**src/rtl/rx_fifo_packer_pkg.sv**
```systemverilog
// Shared types and constants for the receive FIFO packer.
// Entries carry a packed little-endian word plus its valid-byte count.
package rx_fifo_pkg;

   localparam int WORD_BYTES = 4;
   localparam int BYTE_W     = 8;
   localparam int WORD_W     = WORD_BYTES * BYTE_W;
   localparam int BCNT_W     = 3;
   localparam int ENTRY_W    = WORD_W + BCNT_W;

   typedef enum logic [1:0] {
      IDLE       = 2'd0,
      PACK       = 2'd1,
      FLUSH_WAIT = 2'd2
   } state_t;

   typedef struct packed {
      logic [BCNT_W-1:0] bytes;
      logic [WORD_W-1:0] data;
   } entry_t;

   function automatic logic [WORD_W-1:0] lane_insert(
      input logic [WORD_W-1:0] word,
      input logic [1:0]        lane,
      input logic [BYTE_W-1:0] b
   );
      logic [WORD_W-1:0] r;
      r = word;
      r[lane*BYTE_W +: BYTE_W] = b;
      return r;
   endfunction

endpackage

```
**src/rtl/rx_fifo_packer_if.sv**
```systemverilog
// Byte-in / word-out bus of the receive FIFO packer.
// master drives bytes and dequeues; slave is the packer itself.
interface rx_fifo_packer_if #(parameter int DEPTH = 8);
   import rx_fifo_pkg::*;

   localparam int CNT_W = $clog2(DEPTH) + 1;

   logic                rx_byte_valid;
   logic [BYTE_W-1:0]   rx_byte;
   logic                rx_flush;
   logic                rx_ready;
   logic                rd_deq_word;
   logic [WORD_W-1:0]   rd_data;
   logic [BCNT_W-1:0]   rd_bytes;
   logic                empty;
   logic                full;
   logic [CNT_W-1:0]    count;
   logic                overflow;

   modport master (
      output rx_byte_valid, rx_byte, rx_flush, rd_deq_word,
      input  rx_ready, rd_data, rd_bytes, empty, full, count, overflow
   );

   modport slave (
      input  rx_byte_valid, rx_byte, rx_flush, rd_deq_word,
      output rx_ready, rd_data, rd_bytes, empty, full, count, overflow
   );

endinterface

```
**src/rtl/rx_fifo_packer_mem.sv**
```systemverilog
// Word store for the receive FIFO: one write port, asynchronous read.
// The array is deliberately unreset; pointers and count define validity.
module rx_fifo_mem
   import rx_fifo_pkg::*;
#(
   parameter int DEPTH = 8,
   localparam int AW   = $clog2(DEPTH)
) (
   input  logic          clk,
   input  logic          we,
   input  logic [AW-1:0] waddr,
   input  entry_t        wdata,
   input  logic [AW-1:0] raddr,
   output entry_t        rdata
);

   entry_t mem [DEPTH];

   always_ff @(posedge clk) begin
      if (we) begin
         mem[waddr] <= wdata;
      end
   end

   assign rdata = mem[raddr];

endmodule

```
**src/rtl/rx_fifo_packer.sv**
```systemverilog
// Receive FIFO write controller: packs bytes little-endian into words and
// enqueues full or flushed partial words; the reader pops whole words.
//
// state      | meaning
// IDLE       | no bytes pending in the pack register (tail_side = 0)
// PACK       | 1..3 bytes pending in the pack register
// FLUSH_WAIT | flush requested while full; commit when space frees up
module rx_fifo_packer
   import rx_fifo_pkg::*;
#(
   parameter int DEPTH = 8
) (
   input  logic           clk,
   input  logic           rst,
   rx_fifo_packer_if.slave bus
);

   localparam int AW    = $clog2(DEPTH);
   localparam int CNT_W = AW + 1;

   state_t            state;
   logic [1:0]        tail_side;
   logic [WORD_W-1:0] pack;
   logic [AW-1:0]     wr_ptr;
   logic [AW-1:0]     rd_ptr;
   logic [CNT_W-1:0]  count;
   logic              overflow;

   logic              full;
   logic              empty;
   logic              rx_ready;
   logic              accept;
   logic              deq;
   logic              commit;
   logic              to_wait;
   logic [1:0]        next_tail;
   logic [WORD_W-1:0] next_pack;
   entry_t            commit_entry;
   entry_t            head;

   assign full     = (count == CNT_W'(DEPTH));
   assign empty    = (count == '0);
   assign rx_ready = !full && (state != FLUSH_WAIT);
   assign accept   = bus.rx_byte_valid && rx_ready;
   assign deq      = bus.rd_deq_word && !empty;

   // Unused lanes of the pack register stay zero because it clears on commit.
   always_comb begin
      next_pack          = accept ? lane_insert(pack, tail_side, bus.rx_byte) : pack;
      next_tail          = accept ? tail_side + 2'd1 : tail_side;
      commit             = 1'b0;
      to_wait            = 1'b0;
      commit_entry.data  = next_pack;
      commit_entry.bytes = {1'b0, next_tail};
      if (state == FLUSH_WAIT) begin
         if (!full) begin
            commit = 1'b1;
         end
      end else if (accept && (tail_side == 2'd3)) begin
         commit             = 1'b1;
         commit_entry.bytes = 3'd4;
      end else if (bus.rx_flush && (next_tail != 2'd0)) begin
         if (full) begin
            to_wait = 1'b1;
         end else begin
            commit = 1'b1;
         end
      end
   end

   always_ff @(posedge clk) begin
      if (rst) begin
         state     <= IDLE;
         tail_side <= 2'd0;
         pack      <= '0;
         wr_ptr    <= '0;
         rd_ptr    <= '0;
         count     <= '0;
         overflow  <= 1'b0;
      end else begin
         if (bus.rx_byte_valid && !rx_ready) begin
            overflow <= 1'b1;
         end

         if (commit) begin
            wr_ptr    <= wr_ptr + 1'b1;
            tail_side <= 2'd0;
            pack      <= '0;
            state     <= IDLE;
         end else begin
            tail_side <= next_tail;
            pack      <= next_pack;
            case (state)
               IDLE:       if (accept)  state <= PACK;
               PACK:       if (to_wait) state <= FLUSH_WAIT;
               FLUSH_WAIT: state <= FLUSH_WAIT;
               default:    state <= IDLE;
            endcase
         end

         if (deq) begin
            rd_ptr <= rd_ptr + 1'b1;
         end

         case ({commit, deq})
            2'b10:   count <= count + 1'b1;
            2'b01:   count <= count - 1'b1;
            default: count <= count;
         endcase
      end
   end

   rx_fifo_mem #(.DEPTH(DEPTH)) u_mem (
      .clk   (clk),
      .we    (commit),
      .waddr (wr_ptr),
      .wdata (commit_entry),
      .raddr (rd_ptr),
      .rdata (head)
   );

   assign bus.rx_ready = rx_ready;
   assign bus.rd_data  = empty ? '0 : head.data;
   assign bus.rd_bytes = empty ? '0 : head.bytes;
   assign bus.empty    = empty;
   assign bus.full     = full;
   assign bus.count    = count;
   assign bus.overflow = overflow;

endmodule

```
**src/flat_wrapper.sv**
```systemverilog
// flat-port wrapper written by rule: the top's interface ports become plain ports
module rx_fifo_packer_flat import rx_fifo_pkg::*;
#(
   parameter int DEPTH = 8
)
  (clk, rst, bus_rx_byte_valid, bus_rx_byte, bus_rx_flush, bus_rd_deq_word, bus_rx_ready, bus_rd_data, bus_rd_bytes, bus_empty, bus_full, bus_count, bus_overflow);
  rx_fifo_packer_if #(.DEPTH(DEPTH)) bus_i ();
  input  logic clk;
  input  logic rst;
  input wire logic [$bits(bus_i.rx_byte_valid)-1:0] bus_rx_byte_valid;
  input wire logic [$bits(bus_i.rx_byte)-1:0] bus_rx_byte;
  input wire logic [$bits(bus_i.rx_flush)-1:0] bus_rx_flush;
  input wire logic [$bits(bus_i.rd_deq_word)-1:0] bus_rd_deq_word;
  output wire logic [$bits(bus_i.rx_ready)-1:0] bus_rx_ready;
  output wire logic [$bits(bus_i.rd_data)-1:0] bus_rd_data;
  output wire logic [$bits(bus_i.rd_bytes)-1:0] bus_rd_bytes;
  output wire logic [$bits(bus_i.empty)-1:0] bus_empty;
  output wire logic [$bits(bus_i.full)-1:0] bus_full;
  output wire logic [$bits(bus_i.count)-1:0] bus_count;
  output wire logic [$bits(bus_i.overflow)-1:0] bus_overflow;
  assign bus_i.rx_byte_valid = bus_rx_byte_valid;
  assign bus_i.rx_byte = bus_rx_byte;
  assign bus_i.rx_flush = bus_rx_flush;
  assign bus_i.rd_deq_word = bus_rd_deq_word;
  assign bus_rx_ready = bus_i.rx_ready;
  assign bus_rd_data = bus_i.rd_data;
  assign bus_rd_bytes = bus_i.rd_bytes;
  assign bus_empty = bus_i.empty;
  assign bus_full = bus_i.full;
  assign bus_count = bus_i.count;
  assign bus_overflow = bus_i.overflow;
  rx_fifo_packer #(.DEPTH(DEPTH)) u_core (.clk(clk), .rst(rst), .bus(bus_i));
endmodule
```
**config.mk**
```make
export PLATFORM = sky130hd
export DESIGN_NAME = rx_fifo_packer_flat
export DESIGN_NICKNAME = d
export VERILOG_FILES = /design/src/rtl/rx_fifo_packer_pkg.sv /design/src/rtl/rx_fifo_packer_if.sv /design/src/rtl/rx_fifo_packer_mem.sv /design/src/rtl/rx_fifo_packer.sv /design/src/flat_wrapper.sv
export SDC_FILE = /design/constraint.sdc
export NUM_CORES = 1
export LEC_CHECK = 0
export CAP_MARGIN = 20
export CELL_PAD_IN_SITES_DETAIL_PLACEMENT = 1
export CELL_PAD_IN_SITES_GLOBAL_PLACEMENT = 1
export CORE_UTILIZATION = 40
export CTS_CLUSTER_DIAMETER = 50
export CTS_CLUSTER_SIZE = 24
export DETAILED_ROUTE_END_ITERATION = 7
export GPL_TIMING_DRIVEN = 0
export PLACE_DENSITY_LB_ADDON = 0.15
export SLEW_MARGIN = 40
export SYNTH_ARGS = -nofsm -noshare
export SYNTH_HDL_FRONTEND = slang
export SYNTH_SLANG_ARGS = --single-unit
export TNS_END_PERCENT = 5
```
**constraint.sdc**
```tcl
create_clock -name clk -period 5.18 [get_ports clk]
set_input_delay 1.554 -clock clk [delete_from_list [all_inputs] [get_ports clk]]
set_output_delay 1.554 -clock clk [all_outputs]
set_load 0.02 [all_outputs]
```
; Word level (Yosys, flattened, before mapping)
; Memory sizes are Yosys's and may differ from the RTL's. A register that Yosys moved wholly into a read port is not among the register bits.
; Index checks and enable logic that the tools add are counted.
[totals]
mem_bits_rw = 280
output_inout_bits = 43
register_bits = 47
memories = 1
[memory_table]
columns = memory, depth, word_bits, rd, rd_clocked_by_memory_dff, write_ports, line
row1 = u_core.u_mem.mem, 8, 35, 1, 1, 1, rx_fifo_packer_mem.sv:17  ; entry_t mem [DEPTH];
[op_classes]
add_sub_neg = 6
n_reduce_logical = 15
n_eq_ne = 9
mux = 23
n_shift = 2
[op_table]
columns = cell, n
row1 = 32-bit two-way mux, 2
row2 = 5-bit negator with 34-bit output, 1
row3 = 8-bit by 34-bit variable shift with 32-bit output (first input constant), 1
row4 = 8-bit by 34-bit indexed part select with 32-bit output, 1
row5 = 32-bit bitwise mux, 1
row6 = 3-bit two-way mux, 5
row7 = 1-bit two-way mux, 10
row8 = 4-bit one-hot mux with 2 select lines, 1
row9 = 3-bit by 1-bit adder with 3-bit output (second input constant), 2
row10 = 2-bit equality test (second input constant), 3
row11 = 1-bit logical AND, 6
row12 = 2-bit two-way mux, 3
row13 = 2-bit one-hot mux with 3 select lines, 1
row14 = 4-bit by 1-bit adder with 4-bit output (second input constant), 1
row15 = 2-bit by 1-bit equality test with 1-bit output (second input constant), 2
row16 = 4-bit equality test (second input constant), 1
row17 = 4-bit logical NOT, 1
row18 = 2-bit by 1-bit != test with 1-bit output (second input constant), 2
row19 = 2-bit nonzero test, 2
row20 = 4-bit by 1-bit subtractor with 4-bit output (second input constant), 1
row21 = 1-bit logical NOT, 3
row22 = 2-bit by 1-bit adder with 2-bit output (second input constant), 1
row23 = 2-bit logical NOT, 1
row24 = 2-bit != test (second input constant), 1
row25 = 2 further kinds, 2

; Depth between registers and ports, before layout
; Gate-level depths: netlist (run 1).
[logic_depth]
word_depth = 12
mapped_depth = 13
mapped_depth_nobuf = 13

; Modules after synthesis
; Synthesis (run 1) repeated with hierarchy kept, for this count alone.
[hier_totals]
hier_cells = 751
area_unflattened_um2 = 13422.9
[by_module_without_submodules]
columns = module, cells_each, area_each_um2, n_inst, seq_area_each_um2
row1 = rx_fifo_mem, 418, 10835.4, 1, 8408.1
row2 = rx_fifo_packer, 333, 2587.5, 1, 940.9

; Worst setup path before layout (run 1)
; Ideal clock, no wire load.
[synth_timing]
path_type = input to register
start = input port bus_rx_byte_valid
end = memory u_core.u_mem.mem[6][0] (netlist bit), enable pin
arrival_ns = 4.867
setup_time_ns = 0.478
t_required_ns = 4.702
slack_ns = -0.165
stages = 5
cell_sequence = nor2b_1 > a21oi_2 > o22ai_2 > nand2_1 > nor3b_1
[synth_between]
elab_chain_len = 9
word_cells_on_any_way = 10
[synth_lines]
columns = item, line
row1 = "start, declared", flat_wrapper.sv:10  ; input wire logic [$bits(bus_i.rx_byte_valid)-1:0] bus_rx_byte_valid;
row2 = 1-bit logical AND (*), rx_fifo_packer.sv:44  ; assign accept = bus.rx_byte_valid && rx_ready;
row3 = 2-bit two-way mux, rx_fifo_packer.sv:50  ; next_tail = accept ? tail_side + 2'd1 : tail_side;
row4 = 2-bit nonzero test, rx_fifo_packer.sv:62  ; end else if (bus.rx_flush && (next_tail != 2'd0)) begin
row5 = 1-bit logical AND, rx_fifo_packer.sv:62
row6 = 1-bit two-way mux, rx_fifo_packer.sv:62
row7 = 1-bit two-way mux (*), rx_fifo_packer.sv:59  ; end else if (accept && (tail_side == 2'd3)) begin
row8 = 1-bit two-way mux (*), rx_fifo_packer.sv:55  ; if (state == FLUSH_WAIT) begin
row9 = 1-bit two-way mux (*), rx_fifo_packer_mem.sv:20  ; if (we) begin
row10 = 1-bit two-way mux (implied by the code) (*), rx_fifo_packer_mem.sv:21  ; mem[waddr] <= wdata;
row11 = "end, declared", rx_fifo_packer_mem.sv:17
; Every way passes the cells marked *; elsewhere a longest branch is shown, timed or not.

==> reports/results.ini, run 1 <==
[run_status]
status=complete, no violations

[pwr]
power.density_nw_per_um2=523
p_leak_uw=0.00537
irDropWorstVdd_mv=0.317

[sta]
relSlewSlack_pct=44.2
clock_skew_ps=10.5
min_period_ps=4960
max_freq_ghz=0.201
hold_viol_final=0
fin_crit_sh_pct=95.8
tightestPinTransition_ps=837
report.final.slew_viol_count=0
setup_violations=0
rsz0062_at_grt=false

[final_layout]
finish.instance_area_um2=15800
area_growth_pct=20.7
fin_util_pct=49.6
drive_gt1_share_pct=26.2
final_nets=910
diodes=0
n_fill_cell=3031

[global_routing]
overflow=0
grt_first_pass_wirelength_um=47100
grt_max_degree=18
antenna_found_initial=0
grt_use_total_pct=19.0
grt_pass1_vias=7791

[critical_path]
r2r_slack_ps=1330
cp-end-kind=primary output
cp.arrival_ps=3410
reg2reg_depth=11
crit_fanout=10
crit_required_ps=3630
crit_type=flop to primary output
regToRegEndpoint=u_core.u_mem.mem[6][18]
startpoint_type=flop
reg2reg_from=u_core.tail_side[0]

[synth]
ys_warn_count=0
synth_edf_count=280
synth.distinct_cells=38
ys_ff_latch=330
avgSynthCellArea_um2=17.6
ys_seq_area_share_pct=71.8
ys.flop_type=edfxtp_1
syn_inst=745
async_flop_share_pct=0
netlist_area_um2=13100
syn-num-nets=772

[floorplan]
core_area_um2=31900
die_h_um=183
die_w_um=183
num_io_pins=56
fp-row-count=65
die_area_um2=33500
start_util_pct=41.1

[min_path]
hold_class=flop to flop
hold_path_depth=2
hold-path-endpoint=u_core.bus.overflow
hp-start=u_core.bus.overflow

[clocking]
clk_path_buf_depth=3
clk_latency_ps=520
clock_sinks=330
clk_pin_slew_ps=60
post_cts_buffers=0
cts_buffers=35
cts.repair.resized=0
postCtsHoldBufs=0
cts_root_buf=clkbuf_16
htreeDepth=2
cts_tree=yes

[place]
placed_area_um2=14600
routabilityCongestion=0.763
dp_hpwl_um=21700
port_buffers=55

[routing]
routed_wl_um=30900
wire_per_inst_um=23.0
drt_first_pass_iters=5
dr_total_vias=7088
ant_nets=0
via_per_inst=5.28
drc=0
drt_iter0_markers=392

[run]
max-cap-violations=0

[worst max path at each step]
stage          slack [ps]  cells past startpoint                 endpoint
5_1_grt                 8                      6           bus_rd_data[0]
6_report              220                      6           bus_rd_data[0]
3_3_place_gp        -3840                      6  u_core.u_mem.mem[1][16]
2_1_floorplan        -170                      5   u_core.u_mem.mem[6][0]
3_5_place_dp          340                     11  u_core.u_mem.mem[6][18]
4_1_cts               200                      6           bus_rd_data[0]
[where the power goes]
| part | switching (uW) | internal (uW) | leakage [uW] | total (uW) |
|---|---|---|---|---|
| clock network | 1080 | 1430 | 0.000582 | 2510 |
| registers | 90.8 | 3180 | 0.00306 | 3270 |
| logic | 1390 | 1100 | 0.00173 | 2490 |
| total | 2560 | 5720 | 0.00537 | 8280 |
[state kept, by name, summed over array words and instances, names as in the netlist, named ones only]
register             cells
u_core.bus.count         4
u_core.bus.overflow      1
u_core.pack             32
u_core.rd_ptr            3
u_core.state             2
u_core.tail_side         2
u_core.u_mem.mem       280
u_core.wr_ptr            3
[layout by cell type, fill, tap and decap left out, drive strengths merged]
cell type	n
nand3	2
mux4	70
xor2	5
nand2b	3
o22ai	1
or2	2
bufinv	1
o21bai	1
a21bo	1
nand4b	1
nor2b	2
clkbuf	61
edfxtp	280
or3	1
a22o	1
nor3b	8
or4b	1
a21oi	41
o311ai	1
clkinv	11
a21o	1
nor2	51
dfxtp	50
inv	17
buf	65
ha	14
nor4	1
mux2i	40
nor3	3
nand3b	1
clkdlybuf4s50	55
nand4	32
nand2	79
o21ai	2
a211oi	1
xnor2	2
[area by class of cell]
| cell class | count | area [um2] | share of cell area [%] |
|---|---|---|---|
| buffer | 38 | 195 | 1.23 |
| inverter | 9 | 33.8 | 0.214 |
| multi-input combinational | 368 | 3540 | 22.4 |
| clock buffer | 42 | 975 | 6.16 |
| sequential | 330 | 9410 | 59.5 |
| timing repair buffer | 101 | 923 | 5.84 |
| tap | 435 | 544 | 3.44 |
| clock inverter | 20 | 199 | 1.26 |
[through the flow]
step	TNS, ps	hold slack, ps	worst slack, ps	total power (uW)	cells
floorplan	-21850	438	-165	4880	745
global placement	-857550	444	-3840	5740	1235
detailed placement	0	440	344	5860	1281
CTS	0	460	199	8390	1343
global route	0	496	7.60	8650	1343
finish	0	454	216	8280	1343
[worst max-delay path: stages (launching register included)]
cell,delay (ps)
dfxtp_1,310
clkbuf_1,560
clkbuf_1,700
mux4_2,400
mux2i_1,270
nor2_1,100
clkdlybuf4s50_1,550
[routing by layer]
metal	share of wire (%)	vias to the layer above	GRT usage, %
li1	-	3197	-
met4	2.1	0	5.53
met2	50	118	32.3
met3	2.9	41	2.42
met1	45	3732	25.8
met5	0	-	0
[Yosys cell counts, types with 2 or more instances]
cell type / number / area share (%)
edfxtp_1: 280 / 64
nand2_1: 79 / 2.3
mux4_2: 70 / 12
nor2_1: 51 / 1.5
dfxtp_1: 50 / 7.6
mux2i_1: 40 / 3.1
nand4_1: 32 / 1.5
a21oi_2: 29 / 1.9
clkbuf_1: 19 / 0.54
ha_1: 14 / 1.3
a21oi_1: 12 / 0.46
inv_1: 8 / 0.23
nor3b_1: 8 / 0.46
buf_1: 7 / 0.20
buf_2: 7 / 0.27
buf_6: 5 / 0.43
xor2_1: 5 / 0.33
nand2b_1: 3 / 0.14
nor3_1: 3 / 0.11
nand3_1: 2 / 0.076
nor2b_1: 2 / 0.095
o21ai_0: 2 / 0.076
xnor2_1: 2 / 0.13
[kinds of logic after synthesis]
logic type / after synthesis / share of synthesized area (%)
AO/OA/AOI/OAI: 50 / 3.01
XOR/XNOR: 7 / 0.468
adder cells (fa/ha/maj): 14 / 1.34
buffers and inverters: 47 / 1.70
flip-flops: 330 / 71.8
multiplexers: 110 / 15.1
AND/OR/NAND/NOR: 187 / 6.61
No activity file was read; power rests on OpenSTA's default activity.
==> run 2, diff against run 1 <==
- CTS_CLUSTER_SIZE: 24 -> 14
==> reports/results.ini, run 2 (synthesis gave the netlist of run 1 again) <==
[final_layout]
finish.instance_area_um2=15800  ; about the same
seq_area_um2=9410  ; unchanged
final_nets=911  ; +0.11%
regMostFlops=u_core.u_mem.mem
drive_gt1_share_pct=25.7  ; -0.53 points
layout_common_cells=edfxtp_1 (280), nand2_1 (79), mux4_2 (70), clkdlybuf4s50_1 (55), dfxtp_1 (50)
largest_reg_flops=280  ; unchanged
diodes=0  ; unchanged
final_cells=1346  ; +0.22%
area_growth_pct=20.6  ; about the same
n_fill_cell=3028  ; -0.099%
top_regs=u_core.u_mem.mem (280), u_core.pack (32), u_core.bus.count (4)
multi_input_area_um2=3540  ; unchanged
final_common_cell=edfxtp_1

[pwr]
p_leak_uw=0.00535  ; -0.49%
power.density_nw_per_um2=523  ; -0.12%
irDropWorstVdd_mv=0.315  ; -0.68%

[critical_path]
crit_type=flop to primary output
cp-end-kind=primary output
startpoint_type=flop
crit_fanout=10  ; unchanged
cp.arrival_ps=3420  ; about the same
crit_required_ps=3630  ; about the same
reg2reg_from=u_core.tail_side[0]

[min_path]
hp-start=u_core.bus.overflow
hold_class=flop to flop

[clocking]
clock_sinks=330  ; unchanged
post_cts_buffers=0  ; unchanged
cts_root_buf=clkbuf_16
htreeDepth=2  ; unchanged
cts.repair.resized=0  ; unchanged
cts_tree=yes
cts_buffers=36  ; +2.9%
clk_pin_slew_ps=60  ; about the same
clk_latency_ps=530  ; about the same
clk_path_buf_depth=3  ; unchanged
postCtsHoldBufs=0  ; unchanged

[global_routing]
antenna_found_initial=0  ; unchanged
grt_pass1_vias=7812  ; +0.27%
grt_use_total_pct=19.1  ; +0.096 points
overflow=0  ; unchanged
grt_max_degree=16  ; -2
grt_first_pass_wirelength_um=47200  ; +0.28%

[routing]
dr_total_vias=7115  ; +0.38%
drt_iter0_markers=335  ; -15%
routed_wl_um=31000  ; +0.40%
via_per_inst=5.29  ; +0.16%
drt_first_pass_iters=5  ; unchanged
ant_nets=0  ; unchanged
drc=0  ; unchanged
wire_per_inst_um=23.1  ; +0.17%

[floorplan]
die_h_um=183  ; unchanged
fp-row-count=65  ; unchanged
die_area_um2=33500  ; unchanged
die_w_um=183  ; unchanged
core_area_um2=31900  ; unchanged
num_io_pins=56  ; unchanged
start_util_pct=41.1  ; unchanged

[sta]
tightestPinTransition_ps=847  ; +9.82 ps
setup_tns_ps=0  ; unchanged
rsz0062_at_grt=false
clock_skew_ps=22.5  ; +12.0 ps
relSlewSlack_pct=43.5  ; -0.65 points
setup_violations=0  ; unchanged
fin_crit_sh_pct=96.0  ; +0.13 points
max_freq_ghz=0.201  ; -0.14%
setup_ws_ps=209  ; -6.90 ps
whs_ps=454  ; -0.387 ps
report.final.slew_viol_count=0  ; unchanged
hold_viol_final=0  ; unchanged
min_period_ps=4970  ; +6.90 ps

[place]
placed_area_um2=14600  ; unchanged
port_buffers=55  ; unchanged
dp_hpwl_um=21700  ; unchanged
routabilityCongestion=0.763  ; unchanged
dp_cells=1281  ; unchanged
place_ws_ps=344  ; unchanged

[run]
max-cap-violations=0  ; unchanged

[run_status]
status=complete, no violations

[run 2: power breakdown]
part	total (uW)	switching (uW)	leakage (uW)	internal, uW
Combinational	2490	1390	0.00173	1100
Clock	2500	1060	0.000556	1430
Sequential	3270	89.7	0.00306	3180
Total	8260	2540	0.00535	5720
[run 2: critical path: stages, from the launching register on]
cell and delay, ps:
dfxtp_1 310, clkbuf_1 560, clkbuf_1 700, mux4_2 400
mux2i_1 270, nor2_1 100, clkdlybuf4s50_1 550
[run 2: layout make-up]
class	count	share of cell area, %
Inverter	9	0.214
Clock inverter	18	1.05
Tap cell	435	3.44
Sequential cell	330	59.5
Timing Repair Buffer	101	5.84
Buffer	38	1.24
Clock buffer	47	6.29
Multi-Input combinational cell	368	22.4
[run 2: per-stage QoR]
stage	util, %	total power [uW]
after floorplan	-	4880
after global placement	44.5	5740
after detailed placement	45.9	5860
after CTS	49.5	8380
after global routing	49.6	8640
final	49.6	8260
[run 2: final timing paths]
kind,to,slack (ps),cells after the start
worst min register to register,u_core.bus.overflow,450,2
worst min-delay path,u_core.bus.overflow,450,2
worst max-delay path,bus_rd_data[0],210,6
worst max register to register,u_core.u_mem.mem[6][20],1360,11
[run 2: routing by layer]
layer	track usage, %	routed length [um]
met5	0	0
met4	6.07	771
met3	2.38	1130
met2	32.4	15400
met1	25.8	13700
==> run 3, diff against run 2 <==
- CORE_MARGIN: unset -> 2
- GPL_TIMING_DRIVEN: 0 -> unset
==> reports/results.ini, run 3 (synthesis gave the netlist of run 1 again) <==
[final_layout]
top_regs=u_core.u_mem.mem (280), u_core.pack (32), u_core.bus.count (4)
seq_area_um2=9420  ; about the same
final_cells=1291  ; -4.1%
fin_util_pct=47.8  ; -1.7 points
area_growth_pct=18.2
regMostFlops=u_core.u_mem.mem
final_common_cell=edfxtp_1
layout_common_cells=edfxtp_1 (280), nand2_1 (79), mux4_2 (70), clkdlybuf4s50_1 (55), nor2_1 (48)
diodes=0  ; unchanged
largest_reg_flops=280  ; unchanged
n_fill_cell=3080  ; +1.7%
drive_gt1_share_pct=23.7  ; -2.0 points
multi_input_area_um2=3540  ; about the same
final_nets=849  ; -6.8%

[pwr]
power.density_nw_per_um2=530  ; +1.3%
p_leak_uw=0.00512  ; -4.2%
irDropWorstVdd_mv=0.285  ; -9.7%
p_total_uw=8200  ; -0.72%

[routing]
ant_nets=0  ; unchanged
via_per_inst=5.29  ; about the same
routed_wl_um=29500  ; -4.9%
drt_first_pass_iters=5  ; unchanged
drc=0  ; unchanged
dr_total_vias=6824  ; -4.1%
wire_per_inst_um=22.9  ; -0.82%
drt_iter0_markers=458  ; +37%

[sta]
report.final.slew_viol_count=0  ; unchanged
clock_skew_ps=23.1  ; +0.585 ps
rsz0062_at_grt=false
tightestPinTransition_ps=831  ; -16.1 ps
hold_viol_final=0  ; unchanged
fin_crit_sh_pct=85.1  ; -11 points
min_period_ps=4410  ; -561 ps
whs_ps=460  ; +6.14 ps
max_freq_ghz=0.227  ; +13%
relSlewSlack_pct=44.5  ; +0.95 points
setup_tns_ps=0  ; unchanged
setup_violations=0  ; unchanged

[critical_path]
crit_type=flop to primary output
crit_fanout=23  ; +13
crit_chain=buf_4, mux4_2, mux2i_1, nor2_1, clkdlybuf4s50_1
max_stage_delay_ps=560  ; -140 ps
cp_slowest_cell=mux4_2
cp.arrival_ps=2860  ; -560 ps
crit_required_ps=3630  ; about the same
startpoint_type=flop
cp_num_buf_inv=2  ; -1
cp-end-kind=primary output
crit_family=buffers and inverters

[floorplan]
die_area_um2=34200  ; +2.2%
num_io_pins=56  ; unchanged
core_area_um2=32400  ; +1.5%
start_util_pct=40.5  ; -0.62 points
die_w_um=185  ; +1.1%
fp-row-count=66  ; +1.5%
die_h_um=185  ; +1.1%

[place]
dp_hpwl_um=17400  ; -20%
dp_cells=1225  ; -4.4%
port_buffers=55  ; unchanged
routabilityCongestion=0.749  ; -1.7%

[clocking]
clk_pin_slew_ps=50  ; about the same
cts_tree=yes
cts.repair.resized=0  ; unchanged
postCtsHoldBufs=0  ; unchanged
clock_sinks=330  ; unchanged
cts_root_buf=clkbuf_16
cts_buffers=36  ; unchanged
clk_latency_ps=520  ; about the same
htreeDepth=2  ; unchanged
clk_path_buf_depth=3  ; unchanged
post_cts_buffers=0  ; unchanged

[global_routing]
grt_use_total_pct=17.8  ; -1.3 points
overflow=0  ; unchanged
globalRouteMet1Util_pct=24.0  ; -1.9 points
grt_max_degree=41  ; +25
antenna_found_initial=0  ; unchanged
grt_pass1_vias=7492  ; -4.1%
grtUsageMet2_pct=29.8  ; -2.6 points
grt-busiest-layer=met2
met3_usage_pct=2.77  ; +0.39 points
grt_first_pass_wirelength_um=45100  ; -4.6%

[min_path]
hold_class=flop to flop

[run]
max-cap-violations=0  ; unchanged

[run_status]
status=complete, no violations

run 3: metal layers:
metal	up-vias	routed length (um)
met5	-	0
met3	57	1040
li1	3077	-
met4	0	783
met2	123	14700
met1	3567	13000
run 3: worst min-delay path, stage by stage (launching register included):
cell,delay (ps)
dfxtp_1,310
inv_1,50
a21oi_1,50
run 3: final timing paths:
check | startpoint | end | slack [ps] | depth (start not counted)
worst max-delay path | flop | bus_rd_data[3] | 770 | 5
worst min register to register | u_core.bus.overflow | u_core.bus.overflow | 460 | 2
worst min-delay path | u_core.bus.overflow | u_core.bus.overflow | 460 | 2
worst max register to register | u_core.tail_side[0] | u_core.bus.count[2] | 1740 | 12
run 3: area by class of cell:
cell class	count	share of cell area, %
flip-flops and latches	330	60.8
multi-input cells	368	22.9
clock buffers	49	6.67
repair buffers	77	4.83
well taps	442	3.57
clock inverters	16	1.03
inverters	9	0.218
run 3: stage by stage:
stage	cell area [um2]	setup slack, ps
finish	15500	770
CTS	15400	665
detailed placement	14300	868
floorplan	13100	-165
global route	15500	532
global placement	14300	970
run 3: where the power goes:
group | total (uW) | leakage (uW) | switching [uW] | internal [uW]
registers | 3320 | 0.00307 | 128 | 3190
clock network | 2550 | 0.000585 | 1030 | 1510
logic | 2340 | 0.00147 | 1290 | 1050
